### config.mk
export PLATFORM = sky130hd
export DESIGN_NAME = gcd_scheduler
export DESIGN_NICKNAME = d
export VERILOG_FILES = /design/src/rtl/gcd_scheduler.sv
export SDC_FILE = /design/constraint.sdc
export NUM_CORES = 1
export LEC_CHECK = 0
export ABC_AREA = 1
export BUFFER_PORTS_ARGS = -buffer_cell sky130_fd_sc_hd__buf_4
export CORE_UTILIZATION = 30
export CTS_BUF_LIST = sky130_fd_sc_hd__clkbuf_8 sky130_fd_sc_hd__clkbuf_16
export DETAILED_ROUTE_END_ITERATION = 8
export SLEW_MARGIN = 30
export SYNTH_ARGS = -nofsm -noshare
export SYNTH_HDL_FRONTEND = slang
export SYNTH_SLANG_ARGS = --single-unit
### constraint.sdc
create_clock -name clk -period 1.4 [get_ports clk]
set_input_delay 0.14 -clock clk [delete_from_list [all_inputs] [get_ports clk]]
set_output_delay 0.14 -clock clk [all_outputs]
set_load 0.02 [all_outputs]
### src/rtl/gcd_scheduler.sv
// gcd_scheduler: round-robin sharing of one GCD engine between two requesters; GCD_SCHEDULER_ZERO_BYPASS_EN answers zero-operand requests locally.
// Latency: gnt and eng_begin one cycle after req is sampled in IDLE; done one cycle after eng_complete is first sampled high.
// Backpressure: req is held until done; no grant while the engine is in use or still asserting eng_complete.

module gcd_scheduler #(
  parameter int WIDTH = 16
) (
  input  logic             clk,
  input  logic             rst,
  input  logic             req0,
  input  logic             req1,
  input  logic [WIDTH-1:0] a0,
  input  logic [WIDTH-1:0] b0,
  input  logic [WIDTH-1:0] a1,
  input  logic [WIDTH-1:0] b1,
  output logic             gnt0,
  output logic             gnt1,
  output logic             done0,
  output logic             done1,
  output logic [WIDTH-1:0] gcd0,
  output logic [WIDTH-1:0] gcd1,
  output logic             eng_begin,
  output logic [WIDTH-1:0] eng_a,
  output logic [WIDTH-1:0] eng_b,
  input  logic             eng_complete,
  input  logic [WIDTH-1:0] eng_gcd
);

  typedef enum logic [1:0] {
    IDLE  = 2'd0,
    ISSUE = 2'd1,
    BUSY  = 2'd2,
    DRAIN = 2'd3
  } state_t;

  state_t           state_q, state_d;
  logic             owner_q, owner_d;
  logic             last_q, last_d;
  logic             gnt0_d, gnt1_d, done0_d, done1_d, eng_begin_d;
  logic [WIDTH-1:0] gcd0_d, gcd1_d, eng_a_d, eng_b_d;
  logic             pick, bypass;
  logic [WIDTH-1:0] sel_a, sel_b;

  // On a tie the port that did not win last time goes next.
  always_comb begin
    pick  = (req0 && req1) ? ~last_q : req1;
    sel_a = pick ? a1 : a0;
    sel_b = pick ? b1 : b0;
  end

`ifdef GCD_SCHEDULER_ZERO_BYPASS_EN
  assign bypass = (sel_a == '0) || (sel_b == '0);
`else
  assign bypass = 1'b0;
`endif

  always_comb begin
    state_d     = state_q;
    owner_d     = owner_q;
    last_d      = last_q;
    gnt0_d      = 1'b0;
    gnt1_d      = 1'b0;
    done0_d     = 1'b0;
    done1_d     = 1'b0;
    eng_begin_d = 1'b0;
    gcd0_d      = gcd0;
    gcd1_d      = gcd1;
    eng_a_d     = eng_a;
    eng_b_d     = eng_b;

    case (state_q)
      IDLE: begin
        // A lingering eng_complete from a previous or reset operation blocks arbitration.
        if (!eng_complete && (req0 || req1)) begin
          last_d = pick;
          gnt0_d = ~pick;
          gnt1_d = pick;
          if (bypass) begin
            // gcd(x,0) = x, so the OR of the operands is the answer.
            done0_d = ~pick;
            done1_d = pick;
            if (pick) gcd1_d = sel_a | sel_b;
            else      gcd0_d = sel_a | sel_b;
          end else begin
            owner_d     = pick;
            eng_a_d     = sel_a;
            eng_b_d     = sel_b;
            eng_begin_d = 1'b1;
            state_d     = ISSUE;
          end
        end
      end
      ISSUE: state_d = BUSY;
      BUSY: begin
        if (eng_complete) begin
          done0_d = ~owner_q;
          done1_d = owner_q;
          if (owner_q) gcd1_d = eng_gcd;
          else         gcd0_d = eng_gcd;
          state_d = DRAIN;
        end
      end
      DRAIN: begin
        if (!eng_complete) state_d = IDLE;
      end
      default: state_d = IDLE;
    endcase
  end

  always_ff @(posedge clk) begin
    if (rst) begin
      state_q   <= IDLE;
      owner_q   <= 1'b0;
      last_q    <= 1'b1;
      gnt0      <= 1'b0;
      gnt1      <= 1'b0;
      done0     <= 1'b0;
      done1     <= 1'b0;
      eng_begin <= 1'b0;
      gcd0      <= '0;
      gcd1      <= '0;
      eng_a     <= '0;
      eng_b     <= '0;
    end else begin
      state_q   <= state_d;
      owner_q   <= owner_d;
      last_q    <= last_d;
      gnt0      <= gnt0_d;
      gnt1      <= gnt1_d;
      done0     <= done0_d;
      done1     <= done1_d;
      eng_begin <= eng_begin_d;
      gcd0      <= gcd0_d;
      gcd1      <= gcd1_d;
      eng_a     <= eng_a_d;
      eng_b     <= eng_b_d;
    end
  end

endmodule

==> impl_metrics.yaml <==
status:
  status: "finished, final reports clean"
grt:
  grt_pass1_vias: 3241
  grt_max_degree: 43
  grt_usage: 0.161
  antenna_found_initial: 0
  grt.overflow.total: 0
  grt_pass1_wl_mm: 14.5
clock_tree:
  clk_pin_slew_ns: 0.08
  clockBufferDepth: 2
  numCtsBuffers: 9
  insertion_delay_ns: 0.35
  cts.sinks: 73
  cts_tree: "done"
  clock-root-buffer: "clkbuf_8"
  htree_levels: 3
timing:
  final_max_slew_viol_count: 0
  period_needed_ns: 1.36
  hold_viol: 0
  tightest_slew_ns: 0.310
  finalCritPeriodShare: 0.970
  fmax_ghz: 0.736
  fin_skew_ns: 0.00660
  setup_viol: 0
  setup_tns_ns: 0
  relSlewSlack: 0.792
cells_and_area:
  seq_area_mm2: 0.00147
  syn2layout_area_growth_pct: 52.5
  mostFrequentLayoutCells: "buf_4 (158), nand2_1 (140), nor2_1 (119)"
  nFillCells: 1062
  fin_util: 0.481
  multiInputGateArea_mm2: 0.00144
  drive_above_1_share: 0.302
  insertedDiodeCount: 0
  nets: 759
  final_common_cell: "buf_4"
  design_area_mm2: 0.00505
pwr:
  pwr-share-comb: 0.333
  p_total_uw: 6620
  p_sw_uw: 2210
  power_leakage_uw: 0.00263
  power_frac_seq: 0.381
  swShare: 0.333
  vdd_drop_max_mv: 0.596
  p_clk_frac: 0.286
  powerDensity_mw_per_mm2: 1310
  internal_power_uw: 4420
hold_path:
  min-delay-start: "eng_gcd[10]"
  min_path_type: "input pin to flop"
  holdPathStages: 3
  min_to: "gcd0[10]"
critical_path:
  crit_chain: "inv_4 > ha_4 > inv_2 > nor2_4 > clkbuf_16 > nand2_1 > nor2_1 > nor2_1"
  crit_path_end_kind: "flop"
  cp.required_ns: 1.65
  cp_data_arrival_time_ns: 1.61
  critPathMaxFanout: 12
  startpoint: "state_q[1]"
  setup.worst_path.class: "flop to flop"
  r2r_start: "state_q[1]"
  cp_slowest_cell: "dfxtp_4"
  critPathMaxStageDelay_ns: 0.37
  startpoint_type: "flop"
  ff2ff_setup_slack_ns: 0.04
  timing.rr.end: "eng_b[12]"
  path_common_cell: "nor2_1"
  rr_worst_depth: 8
synth:
  syn_inst: 508
  synth_area_leader_cell: "dfxtp_1"
  yosysWarnings: 0
  syn-cell-area_mm2: 0.00331
  yosysSeqAreaShare: 0.441
  synth_fp_nets: 597
  synth.area.top_cells: "dfxtp_1 (44%), nand2_1 (16%), nor2_1 (14%)"
  ys_ff_latch: 73
  synth_cell_types: 19
  syn_area_per_cell_um2: 6.52
  synth_top_area_frac: 0.441
place:
  gp_congestion: 0.748
  port_buffers: 153
  place_hpwl_mm: 6.73
  placed_area_mm2: 0.00466
floorplan:
  rows: 37
  fp.dieW_um: 107
  fp.coreArea_mm2: 0.0105
  die_h_um: 107
  start_util: 0.315
  die_area_mm2: 0.0115
  io-pin-count: 154
routing:
  drc: 0
  num_vias: 3486
  drtIter0Drc: 113
  antenna_left: 0
  wire_per_inst_um: 11.5
  wl_mm: 9.35
  firstDrtPassIters: 4
  vias_per_cell: 4.30
flow_run:
  cap_violations: 0
[through the flow]
stage          hold slack (ns)  cells  setup slack (ns)
3_3_place_gp             0.371    786            0.0482
5_1_grt                 0.0165    811          -0.00845
3_5_place_dp             0.379    786           -0.0207
2_1_floorplan            0.212    508            0.0854
4_1_cts               0.000305    808           0.00121
6_report                0.0184    811            0.0421
[critical path, delay by kind of cell, from the launching register on]
kind,cells,cell delay (ns)
simple gates,4,0.43
flops,1,0.37
buf+inv,3,0.33
fa+ha+maj,1,0.13
[what timing repair did]
item	CTS	global route
pin swaps	0	4
cloned	0	2
hold endpoints to repair	6	0
endpoints found under the setup margin	16	59
hold buffers	6	0
resized for setup	2	18
buffers inserted	0	1
[kinds of logic after synthesis]
logic type	share of synthesized area
flip-flops	0.441
adder cells (fa/ha/maj)	0.0151
AO/OA/AOI/OAI	0.0813
buffers and inverters	0.130
AND/OR/NAND/NOR	0.332
[cells in the mapped netlist]
cell type	count
o21ai_2	1
clkbuf_1	7
o21ai_1	1
nand2_2	1
dfxtp_1	73
buf_2	9
nand2_1	141
buf_4	2
nor2_4	3
nand2_4	2
inv_1	75
o21ai_0	33
nand3_1	10
a21oi_1	18
nor2_2	1
ha_1	4
inv_2	2
nor2_1	120
buf_6	5
[flip-flops by register name, indices dropped and copies added, names as in the netlist]
register,count
last_q,1
gnt1,1
state_q,2
gcd0,16
eng_b,16
gnt0,1
owner_q,1
eng_a,16
done0,1
gcd1,16
eng_begin,1
done1,1
[area by class of cell]
type,count,area share
flip-flops and latches,73,0.290
well taps,136,0.0337
repair buffers,174,0.287
clock buffers,10,0.0273
clock inverters,6,0.0178
multi-input cells,335,0.285
inverters,77,0.0587
[power groups by stage]
stage	Clock [uW]	Combinational (uW)	Sequential, uW
after floorplan	0	919	2830
after global placement	0	2020	2540
after detailed placement	0	2060	2550
after CTS	1960	2090	2510
after global routing	2020	2450	2550
final	1890	2210	2530
[per-layer routing]
metal | part of all wire | global-route usage | vias to the layer above
met5 | 0 | 0 | -
met4 | 0.020 | 0.0812 | 0
met3 | 0.085 | 0.0480 | 14
met2 | 0.45 | 0.262 | 117
met1 | 0.44 | 0.192 | 1533
li1 | - | - | 1822
[how the worst max path moves through the flow]
stage                     cells past startpoint  slack [ns]         end
after detailed placement                      6       -0.02  state_q[0]
after global placement                        8        0.05    eng_a[2]
after CTS                                     8       0.001   eng_a[15]
final                                         8        0.04   eng_b[12]
after global routing                          8      -0.008   eng_b[12]
after floorplan                               8        0.09    eng_a[0]
No activity file was read; power rests on OpenSTA's default activity.
